$ cat src/rtl/core_seq_if.sv
// Shared instruction/data memory bus between the sequencer and the memory.
// Latency: wires only, no storage.
// Backpressure: the memory holds off the sequencer by withholding i_bus_ack.
interface core_seq_if #(
    parameter int XLEN = 32
);
    logic            o_bus_req;
    logic            o_bus_sel;
    logic            o_bus_we;
    logic            i_bus_ack;
    logic [XLEN-1:0] i_bus_rdata;

    // Sequencer side: drives the request, sees the completion.
    modport master (
        output o_bus_req, o_bus_sel, o_bus_we,
        input  i_bus_ack, i_bus_rdata
    );

    // Memory side: sees the request, drives the completion.
    modport slave (
        input  o_bus_req, o_bus_sel, o_bus_we,
        output i_bus_ack, i_bus_rdata
    );
endinterface

$ cat src/rtl/core_seq.sv
// Multi-cycle RV32I sequencer: fetch, execute, optional memory phase, commit once.
// Latency: 2 cycles for ALU/branch/jump, 3 cycles for load/store with a zero-wait bus.
// Backpressure: waits on i_bus_ack while requesting; traps after TIMEOUT unacked cycles.
module core_seq #(
    parameter int XLEN    = 32,
    parameter int TIMEOUT = 16,
    parameter int CNT_W   = 32
) (
    input  logic             i_clk,
    input  logic             i_rst,
    input  logic             i_run,
    input  logic             i_reg_w_en,
    core_seq_if.master       bus,
    output logic [XLEN-1:0]  o_ir,
    output logic             o_pc_we,
    output logic             o_reg_we,
    output logic [1:0]       o_state,
    output logic             o_trap,
    output logic [1:0]       o_trap_cause,
    output logic [CNT_W-1:0] o_instret
);
    typedef enum logic [1:0] {
        FETCH = 2'd0,
        EXEC  = 2'd1,
        MEM   = 2'd2,
        TRAP  = 2'd3
    } state_t;

    localparam logic [7:0]      WAIT_LAST = 8'(TIMEOUT - 1);
    localparam logic [XLEN-1:0] NOP       = XLEN'(32'h0000_0013);

    state_t     state, state_nxt;
    logic [7:0] wait_cnt;
    logic       req, sel, we, pc_we, reg_we;
    logic       ir_load, cnt_clr, cnt_inc;
    logic [1:0] cause_nxt;
    logic [6:0] opcode;
    logic       is_load, is_store, is_legal;

    assign opcode   = o_ir[6:0];
    assign is_load  = (opcode == 7'b0000011);
    assign is_store = (opcode == 7'b0100011);

    // Opcode legality check on the latched instruction.
    always_comb begin
        is_legal = 1'b0;
        case (opcode)
            7'b0010011, 7'b0110011, 7'b0100011, 7'b0000011, 7'b1101111,
            7'b1100111, 7'b1100011, 7'b0110111, 7'b0010111: is_legal = 1'b1;
            default:                                        is_legal = 1'b0;
        endcase
    end

    // Next-state, bus request and commit strobes; reset masks every strobe in its own cycle.
    always_comb begin
        state_nxt = state;
        req       = 1'b0;
        sel       = 1'b0;
        we        = 1'b0;
        pc_we     = 1'b0;
        reg_we    = 1'b0;
        ir_load   = 1'b0;
        cnt_clr   = 1'b0;
        cnt_inc   = 1'b0;
        cause_nxt = o_trap_cause;
        case (state)
            FETCH: begin
                req = i_run;
                if (i_run) begin
                    if (bus.i_bus_ack) begin
                        ir_load   = 1'b1;
                        cnt_clr   = 1'b1;
                        state_nxt = EXEC;
                    end else if (wait_cnt == WAIT_LAST) begin
                        cnt_clr   = 1'b1;
                        cause_nxt = 2'd1;
                        state_nxt = TRAP;
                    end else begin
                        cnt_inc = 1'b1;
                    end
                end
            end
            EXEC: begin
                if (!is_legal) begin
                    cause_nxt = 2'd2;
                    state_nxt = TRAP;
                end else if (is_load || is_store) begin
                    state_nxt = MEM;
                end else begin
                    pc_we     = 1'b1;
                    reg_we    = i_reg_w_en;
                    state_nxt = FETCH;
                end
            end
            MEM: begin
                req = 1'b1;
                sel = 1'b1;
                we  = is_store;
                if (bus.i_bus_ack) begin
                    pc_we     = 1'b1;
                    reg_we    = is_load & i_reg_w_en;
                    cnt_clr   = 1'b1;
                    state_nxt = FETCH;
                end else if (wait_cnt == WAIT_LAST) begin
                    cnt_clr   = 1'b1;
                    cause_nxt = 2'd1;
                    state_nxt = TRAP;
                end else begin
                    cnt_inc = 1'b1;
                end
            end
            default: begin
                state_nxt = TRAP;
            end
        endcase
        if (i_rst) begin
            req    = 1'b0;
            we     = 1'b0;
            pc_we  = 1'b0;
            reg_we = 1'b0;
        end
    end

    // State, instruction register, wait counter, trap cause and retire counter.
    always_ff @(posedge i_clk) begin
        if (i_rst) begin
            state        <= FETCH;
            o_ir         <= NOP;
            wait_cnt     <= 8'd0;
            o_trap_cause <= 2'd0;
            o_instret    <= '0;
        end else begin
            state        <= state_nxt;
            o_trap_cause <= cause_nxt;
            if (ir_load) begin
                o_ir <= bus.i_bus_rdata;
            end
            if (cnt_clr) begin
                wait_cnt <= 8'd0;
            end else if (cnt_inc) begin
                wait_cnt <= wait_cnt + 8'd1;
            end
            if (pc_we) begin
                o_instret <= o_instret + 1'b1;
            end
        end
    end

    assign bus.o_bus_req = req;
    assign bus.o_bus_sel = sel;
    assign bus.o_bus_we  = we;
    assign o_pc_we       = pc_we;
    assign o_reg_we      = reg_we;
    assign o_state       = state;
    assign o_trap        = (state == TRAP);
endmodule

$ cat src/flat_wrapper.sv
// flat-port wrapper written by rule: the top's interface ports become plain ports
module core_seq_flat 
#(
    parameter int XLEN    = 32,
    parameter int TIMEOUT = 16,
    parameter int CNT_W   = 32
)
  (i_clk, i_rst, i_run, i_reg_w_en, o_ir, o_pc_we, o_reg_we, o_state, o_trap, o_trap_cause, o_instret, bus_o_bus_req, bus_o_bus_sel, bus_o_bus_we, bus_i_bus_ack, bus_i_bus_rdata);
  core_seq_if #(.XLEN(XLEN)) bus_i ();
  input  logic i_clk;
  input  logic i_rst;
  input  logic i_run;
  input  logic i_reg_w_en;
  output logic [XLEN-1:0] o_ir;
  output logic o_pc_we;
  output logic o_reg_we;
  output logic [1:0] o_state;
  output logic o_trap;
  output logic [1:0] o_trap_cause;
  output logic [CNT_W-1:0] o_instret;
  output wire logic [$bits(bus_i.o_bus_req)-1:0] bus_o_bus_req;
  output wire logic [$bits(bus_i.o_bus_sel)-1:0] bus_o_bus_sel;
  output wire logic [$bits(bus_i.o_bus_we)-1:0] bus_o_bus_we;
  input wire logic [$bits(bus_i.i_bus_ack)-1:0] bus_i_bus_ack;
  input wire logic [$bits(bus_i.i_bus_rdata)-1:0] bus_i_bus_rdata;
  assign bus_o_bus_req = bus_i.o_bus_req;
  assign bus_o_bus_sel = bus_i.o_bus_sel;
  assign bus_o_bus_we = bus_i.o_bus_we;
  assign bus_i.i_bus_ack = bus_i_bus_ack;
  assign bus_i.i_bus_rdata = bus_i_bus_rdata;
  core_seq #(.XLEN(XLEN), .TIMEOUT(TIMEOUT), .CNT_W(CNT_W)) u_core (.i_clk(i_clk), .i_rst(i_rst), .i_run(i_run), .i_reg_w_en(i_reg_w_en), .bus(bus_i), .o_ir(o_ir), .o_pc_we(o_pc_we), .o_reg_we(o_reg_we), .o_state(o_state), .o_trap(o_trap), .o_trap_cause(o_trap_cause), .o_instret(o_instret));
endmodule
$ cat config.mk
export PLATFORM = sky130hd
export DESIGN_NAME = core_seq_flat
export DESIGN_NICKNAME = d
export VERILOG_FILES = /design/src/rtl/core_seq_if.sv /design/src/rtl/core_seq.sv /design/src/flat_wrapper.sv
export SDC_FILE = /design/constraint.sdc
export NUM_CORES = 1
export LEC_CHECK = 0
export ABC_AREA = 1
export CAP_MARGIN = 10
export CORE_AREA = 2 2 100 102
export DETAILED_ROUTE_END_ITERATION = 8
export DIE_AREA = 0 0 102 104
export GPL_TIMING_DRIVEN = 1
export PLACE_DENSITY = 0.76
export SETUP_SLACK_MARGIN = 0.5
export SLEW_MARGIN = 5
export SYNTH_ARGS = -nofsm -noshare
export SYNTH_HDL_FRONTEND = slang
export SYNTH_SLANG_ARGS = --single-unit
$ cat constraint.sdc
create_clock -name i_clk -period 1.75 [get_ports i_clk]
set_clock_uncertainty 0.1 [all_clocks]
set_input_delay 0.4375 -clock i_clk [delete_from_list [all_inputs] [get_ports i_clk]]
set_output_delay 0.4375 -clock i_clk [all_outputs]
set_load 0.01 [all_outputs]
-- Word-level counts from Yosys, hierarchy flattened
Index checks and enable logic that the tools add are counted.
- register bits: 76
- word-level logic and storage cells: 67
- add/sub/neg operators: 2
- equal/unequal tests: 15
- mux-type cells: 38
- bitwise operators: 1
- reductions and logical operators: 6
- operators with widths (cell ; number):
    $add A32 B1 Y32 const B ; 1
    $eq A7 B6 Y1 const B ; 3
    $eq A7 B7 Y1 const B ; 3
    $mux W1 ; 21
    $mux W2 ; 10
    $eq A7 B5 Y1 const B ; 2
    $pmux W2 S3 ; 2
    $pmux W1 S2 ; 5
    $reduce_or A9 Y1 ; 1
    $add A8 B1 Y8 const B ; 1
    $eq A8 B4 Y1 const B ; 1
    $eq A7 B2 Y1 const B ; 1
    $eq A2 B2 Y1 const B ; 2
    $ne A2 B2 Y1 const B ; 2
    $reduce_and A3 Y1 ; 1
    $reduce_bool A3 Y1 ; 1
    $eq A2 B1 Y1 const B ; 1
    $logic_not A2 Y1 ; 1
    $reduce_or A2 Y1 ; 1
    $and A1 B1 Y1 ; 1
    $logic_or A1 B1 Y1 ; 1

-- Logic depth before layout (Yosys ltp)
- word-level depth: 6
- mapped depth: 11
- depth with buffers taken out: 11

-- Least setup slack after synthesis
OpenSTA, ideal clock, no wires.
- kind: register to output
- from: register u_core.state[0] (netlist: u_core.o_state[0])
- to: output o_reg_we
- arrival: 1.558 ns
- data required time: 1.212 ns
- path slack: -0.345 ns
- stages on the path, launching flop included: 7
- buffers on the path: 1
- path through: dfxtp_1 -> inv_1 -> ha_1 -> inv_1 -> nor2_1 -> buf_2 -> and3_1
- word-level cells in the longest chain between the ends: 3
- elaborated cells on any way between the ends: 4
- classes of those cells: 2 x eq/ne; 2 x mux
- ends and longest elaborated chain (element ; line ; source):
    from (decl) ; core_seq.sv:32 ; state_t state, state_nxt;
    from (signal assigned) ; core_seq.sv:133 ; state <= state_nxt;
    $eq A2 B2 Y1 or $eq A2 B1 Y1 (tied branches) ; core_seq.sv:66 ; case (state)
    $pmux W1 S2 (*) ; core_seq.sv:66 ;
    $mux W1 (*) ; core_seq.sv:116 ; if (i_rst) begin
    to (decl) ; flat_wrapper.sv:16 ; output logic o_reg_we;
Mark *: on every way between the ends. The rest lies on a longest branch, timed or not.

-- Final worst setup path
- from: register u_core.o_ir[3]
- to: output o_reg_we
- word-level cells in the longest chain between the ends: 6
- elaborated cells on any way between the ends: 18
- classes of those cells: 9 x eq/ne; 6 x mux; 1 x bitwise; 2 x reduce/logical
- ends and longest elaborated chain (element ; line ; source):
    from (decl) ; core_seq.sv:14 ; output logic [XLEN-1:0] o_ir,
    from (signal assigned) ; core_seq.sv:136 ; o_ir <= bus.i_bus_rdata;
    $eq A7 B5 Y1, or another cell as far along ; core_seq.sv:47 ; case (opcode)
    $reduce_or A9 Y1 or $logic_or A1 B1 Y1 (tied branches) ; core_seq.sv:47, core_seq.sv:87 ;
    $mux W1 (on tied branches) ; core_seq.sv:47, core_seq.sv:87 ;
    $mux W1 ; core_seq.sv:84 ; if (!is_legal) begin
    $pmux W1 S2 (*) ; core_seq.sv:66 ;
    $mux W1 (*) ; core_seq.sv:116 ;
Marks and branches as above.

==> impl_metrics.py <==
metrics = {
    "outcome": {
        "status": "finished with violations",
        "violations": "setup timing",
    },
    "placement": {
        "dp.cells": 889,
        "place_area_um2": 5781,
        "globalplace.congestion": 0.9431,
        "io_buffer_count": 110,
        "dp_hpwl_um": 8889,
    },
    "synthesis": {
        "netlist_area_um2": 4113,
        "synth-edff-count": 0,
        "synthTopCellsByArea": "dfxtp_1 37%, nand2_1 19%, a21oi_1 8.3%",
        "avgSynthCellArea_um2": 6.623,
        "yosysSeqAreaShare_pct": 36.99,
        "synth_warnings": 0,
        "synth_cell_types": 32,
        "yosysTopAreaCellShare_pct": 36.99,
        "yosysTopAreaCell": "dfxtp_1",
        "synth_seq_cells": 76,
        "syn_nets": 664,
        "syn_inst": 621,
        "synth-async-reset-ratio_pct": 0,
        "ys.flop_type": "dfxtp_1",
    },
    "grt": {
        "grt_pass1_vias": 5363,
        "grt_max_degree": 33,
        "antenna_found_initial": 0,
        "track_usage_pct": 32.11,
        "grt_pass1_wl_um": 27000,
        "grt_overflow": 0,
    },
    "min_path": {
        "hp-class": "flip-flop to flip-flop",
        "hold_depth": 2,
        "holdPathEnd": "u_core.o_ir[7]$_SDFFE_PP0P_",
        "hold_path.startpoint": "u_core.o_ir[7]$_SDFFE_PP0P_",
    },
    "worst_setup_path": {
        "crit_fanout": 3,
        "start_kind": "flip-flop",
        "crit_arrival_ps": 1920,
        "reg2reg_to": "u_core.o_instret[11]$_SDFFE_PP0P_",
        "r2r-start": "u_core.o_ir[3]$_SDFFE_PP0P_",
        "reg2reg_depth": 15,
        "critPathCaptureType": "primary output",
        "rrSetupSlack_ps": -520,
        "crit_type": "flip-flop to primary output",
        "cp.required_ps": 1210,
    },
    "clock_network": {
        "cts_sinks": 76,
        "cts_tree": "yes",
        "cts_buffers": 9,
        "clockRootBuffer": "clkbuf_8",
        "ctsHoldBuffers": 0,
        "clk_latency_ps": 400,
        "cts.reportedPaths.clkPinSlew_ps": 110,
        "clockBufferDepth": 2,
        "htreeDepth": 3,
    },
    "die": {
        "coreArea_um2": 9549,
        "io_pins": 111,
        "start_util_pct": 43.07,
        "die_y_um": 104,
        "fp.dieW_um": 102,
        "die_area_um2": 10610,
        "rows": 36,
    },
    "routing": {
        "post_drt_wl_per_cell_um": 24.65,
        "drt_iter0_drc": 632,
        "drc": 0,
        "vias": 6106,
        "first_pass_iters": 6,
        "via_per_inst": 6.168,
        "wl_um": 24410,
        "antenna_left": 0,
    },
    "finish": {
        "layout.cells.non_filler": 990,
        "nNetsFinal": 895,
        "fill_cells": 385,
        "synthToLayoutAreaGrowth_pct": 102.6,
        "n_antenna_cell": 0,
        "final_core_util_pct": 87.25,
        "final_cell_area_um2": 8332,
        "layout-drive-gt1-share_pct": 61.38,
    },
    "pwr": {
        "p_leak_uw": 0.003450,
        "ir_drop_mv": 0.8521,
        "pwr_density_cell_nw_per_um2": 824.1,
        "p_total_uw": 6866,
    },
    "sta": {
        "period_share_pct": 140.2,
        "rsz0062_at_grt": "yes",
        "fin_crit_ps": 2453,
        "maxSlewHeadroom_pct": 61.56,
        "hold_violations": 0,
        "worstMarginPinSlew_ps": 576.6,
        "setup_slack_ps": -702.9,
        "clock.fmax_ghz": 0.4077,
        "final_max_slew_viol_count": 0,
        "setup_viol": 51,
    },
    "flow_run": {
        "drv_cap": 0,
    },
}
stage by stage:
stage / hold WS (ps) / TNS (ps) / worst slack [ps]
finish: 382.6 / -19770 / -702.9
global route: 395.2 / -20180 / -700.7
CTS: 363.7 / -6824 / -433.1
detailed placement: 356.6 / -15820 / -739.3
global placement: 350.6 / -13400 / -779.4
floorplan: 357.7 / 0 / 4.139
area by class of cell:
cell class / count / area [um2] / area share [%]
Clock buffer: 9 / 123.9 / 1.487
Sequential cell: 76 / 1712 / 20.54
Timing Repair Buffer: 243 / 2681 / 32.18
Clock inverter: 7 / 58.81 / 0.7058
Inverter: 54 / 232.7 / 2.793
Tap cell: 133 / 166.4 / 1.997
Multi-Input combinational cell: 468 / 3357 / 40.29
report_power, final:
group	internal, uW	switching, uW	total (uW)
Combinational	1700	1790	3490
Clock	539	885	1420
Sequential	1810	137	1950
Total	4060	2810	6870
cells in the mapped netlist (2+ instances only):
master and count:
nor2_2 4, clkinv_1 2, a21oi_2 3, xnor2_1 6, inv_1 47, nor2_4 2
clkbuf_1 14, o21ai_0 11, nand2_2 6, ha_1 6, nor2_1 61, xor2_1 10
dfxtp_1 76, buf_2 3, nand4_1 7, and3_1 2, nor3_1 2, buf_6 5
a21oi_1 68, nor4_1 2, nand2_1 212, nand2_4 3, nand3_2 11, nand3_1 46
inv_2 5
placed cells by master (no fill, tap or decap), types with 5 or more instances in the layout:
cell type,count
ha_4,5
buf_12,12
nand2_4,73
nand2_1,125
xor2_1,10
nor2_2,6
nand3_2,16
inv_4,6
o21ai_2,6
nor2_4,6
a21oi_1,9
buf_6,100
nor2_1,55
buf_4,76
a21oi_2,59
dfxtp_2,29
inv_2,9
buf_16,7
nand2_2,23
xnor2_1,5
dfxtp_1,6
dfxtp_4,41
clkdlybuf4s50_1,34
nand4_1,7
inv_1,34
clkbuf_8,9
nand3_1,37
buf_8,5
what timing repair did:
action,4_1_cts,5_1_grt
resized for setup,611,191
setup buffers,42,32
endpoints found under the hold margin,0,0
pin swaps,56,39
setup endpoints to repair,150,150
cloned,8,3
critical path, cell delays in order (launching register included):
cell	delay [ps]
dfxtp_4	390
inv_2	80
nand2_1	80
nand2_1	120
nand3_2	160
nand2_4	150
nand3_4	110
o31ai_2	100
and3_4	230
buf_6	100
routing by layer:
layer | up-vias | routed length (um) | track usage, %
met3 | 248 | 2611 | 9.274
met5 | - | 0 | 0
met4 | 0 | 2513 | 15.52
met1 | 2808 | 7822 | 35.98
met2 | 590 | 11460 | 54.84
li1 | 2460 | - | -
sequential cells by signal (all words and copies together), names as in the netlist:
signal,count
u_core.o_instret,32
u_core.o_ir,32
u_core.wait_cnt,8
u_core.o_state,2
u_core.o_trap_cause,2
how the worst max path moves through the flow:
stage	start	endpoint	slack, ps	cells after the start
3_3_place_gp	bus_i_bus_ack	o_reg_we	-780	5
5_1_grt	u_core.o_ir[3]$_SDFFE_PP0P_	o_reg_we	-700	9
2_1_floorplan	u_core.o_state[1]$_SDFFE_PP0P_	o_reg_we	4	6
4_1_cts	u_core.o_ir[0]$_SDFFE_PP1P_	o_reg_we	-430	8
3_5_place_dp	bus_i_bus_ack	o_reg_we	-740	5
6_report	u_core.o_ir[3]$_SDFFE_PP0P_	o_reg_we	-700	9
cell families (layout without fill, tap and decap cells):
kind of cell | count (synthesis) | in the layout | synth area share (%)
DFF | 76 | 76 | 36.99
AOI/OAI and AO/OA | 84 | 84 | 10.59
buffers and inverters | 77 | 313 | 8.123
xor gates and xnor gates | 16 | 16 | 3.407
adders and majority gates | 6 | 6 | 1.825
and+or+nand+nor | 362 | 362 | 39.06
Note: power is estimated with default switching activity, not from simulation.
==> edit: new RTL, same flow settings <==
One comparison of `wait_cnt` changes from == to >=.
--- a/src/rtl/core_seq.sv
+++ b/src/rtl/core_seq.sv
@@ -72,5 +72,5 @@
                         cnt_clr   = 1'b1;
                         state_nxt = EXEC;
-                    end else if (wait_cnt == WAIT_LAST) begin
+                    end else if (wait_cnt >= WAIT_LAST) begin
                         cnt_clr   = 1'b1;
                         cause_nxt = 2'd1;
Formal check against the unedited RTL: no difference found for any inputs over 10 cycles, from zero or initial values and one cycle with i_rst high; that may be too few to reach the edited logic, so the function may still have changed.
==> edit against the original RTL <==
The flow still finishes with violations (negative setup slack). Area after synthesis shrank 1.1%. First-iteration DRC count shrank 51%. Setup slack gained 0.27 ns. Sequential cell count is the same. Via count shrank 17%. Design area shrank 13%. Critical path depth shrank 2. Wire length shrank 35%. Power grew 3.7%. Hold slack lost 0.011 ns. Sequential power grew 9.7%.
==> edit: results (changes against the original RTL) <==
{| class="wikitable"
! Metric !! Value
|-
| Area after DPL || 5740 sq um (-0.71%)
|-
| Worst Hold Slack || 0.371 ns (-0.0115 ns)
|-
| Worst setup path start || u_core.o_state[1]$_SDFFE_PP0P_
|-
| Number of nets in the synthesized netlist || 679 (+2.3%)
|-
| Number of instances in the synthesized netlist || 636 (+2.4%)
|-
| Hold worst-path end || u_core.o_trap_cause[0]$_SDFFE_PP0P_
|-
| Worst-Skew Late Latency || 0.36 ns (-0.04 ns)
|-
| Fraction of final layout cells sized beyond drive strength 1 || 46.0% (-15 points)
|-
| Violations in the final reports || negative setup slack
|-
| Fraction of the mapped netlist area in compound gates || 10.5% (-0.067 points)
|-
| Internal power || 4300 uW (+6.1%)
|-
| Vias post-DR || 5,096 (-17%)
|-
| Status || complete, but fails checks
|-
| Worst slew margin || 75.8% (+14 points)
|-
| Data arrival at the endpoint of the critical path || 1.65 ns (-0.27 ns)
|-
| Count of buffers added by post-CTS timing repair for setup || 38 (-9.5%)
|-
| Per-cell via count in the routed design || 5.24 (-15%)
|-
| Setup Total Neg Slack || -5.13 ns (+14.64 ns)
|-
| Setup slack of the critical path after layout || -0.435 ns (+0.267 ns)
|-
| Ranking of synthesized cells by area || dfxtp_1, nand2_1, nor2_1, nand3_1, a21oi_1
|-
| RD Place Congestion || 0.900 (-4.5%)
|-
| Clk slew on worst S/H paths || 0.09 ns (-0.02 ns)
|-
| Synthesized-area fraction occupied by adder cells || 1.85% (+0.020 points)
|-
| Family with the most delay on the worst path || flip-flops
|-
| XOR/XNOR Fraction of Synth Area || 3.66% (+0.25 points)
|-
| Combinational group share of total power || 52.7% (+1.9 points)
|-
| Distinct cell type count after synthesis || 29 (-9.4%)
|-
| Routed length per instance || 16.4 um (-34%)
|-
| Startpoint of the lowest-slack register-to-register path || u_core.o_ir[6]$_SDFFE_PP0P_
|-
| Post-synth top cells || nand2_1, nor2_1, dfxtp_1
|-
| Leakage || 0.00293 uW (-15%)
|-
| Global-route wire length before repair || 22,800 um (-16%)
|-
| Overall Global Routing Usage || 26.4% (-5.7 points)
|-
| 1st-pass router iterations || 5 (-1)
|-
| Pre-CTS WS || -0.652 ns (+0.0870 ns)
|-
| Number of global-route vias before repair || 4,967 (-7.4%)
|-
| Startpoint of the tightest hold check path || u_core.o_trap_cause[0]$_SDFFE_PP0P_
|-
| HP Class || reg -> reg
|-
| Worst-case register-to-register setup slack || -0.16 ns (+0.36 ns)
|-
| Placed wire-length estimate after detailed placement || 8890 um (about the same)
|-
| Initial DRC count || 312 (-51%)
|-
| Largest vdd supply drop || 0.000938 V (+10%)
|-
| Part of the power in registers || 30.1% (+1.7 points)
|-
| Number of failing setup endpoints in the final timing report || 40 (-22%)
|-
| Total sequential power || 2140 uW (+9.7%)
|-
| Net count of the finished layout || 877 (-2.0%)
|-
| Resize count post-CTS || 575 (-5.9%)
|-
| Cell Count Post-Placement || 905 (+1.8%)
|}
-- edit: changes by cell type after synthesis, sizes merged, moves of 2 or more --
cell and change:
clkinv -2, a21oi -23, nand2 -37, nand3 -4, nor2 +56, o21ai +25
clkbuf +2
-- edit: final cells by class --
class | count | area [sq um] | share of cell area (%)
inverters | 53 | 221 | 3.05
multi-input cells | 483 | 2830 | 39.0
clock inverters | 3 | 15.0 | 0.207
well taps | 133 | 166 | 2.29
clock buffers | 13 | 149 | 2.05
flip-flops and latches | 76 | 1700 | 23.3
repair inverters | 1 | 16.3 | 0.224
repair buffers | 210 | 2170 | 29.8
-- edit: cells by family after synthesis --
family | Yosys count
flops | 76
compound gates | 85
simple gates | 375
buf+inv | 77
fa+ha+maj | 6
xor+xnor | 17
-- edit: metal layers --
layer | up-vias | global-route usage [%] | wire [um]
met4 | 0 | 10.8 | 558
li1 | 2416 | - | -
met2 | 267 | 45.1 | 8280
met5 | - | 0 | 0
met3 | 51 | 7.12 | 1340
met1 | 2362 | 30.8 | 5740
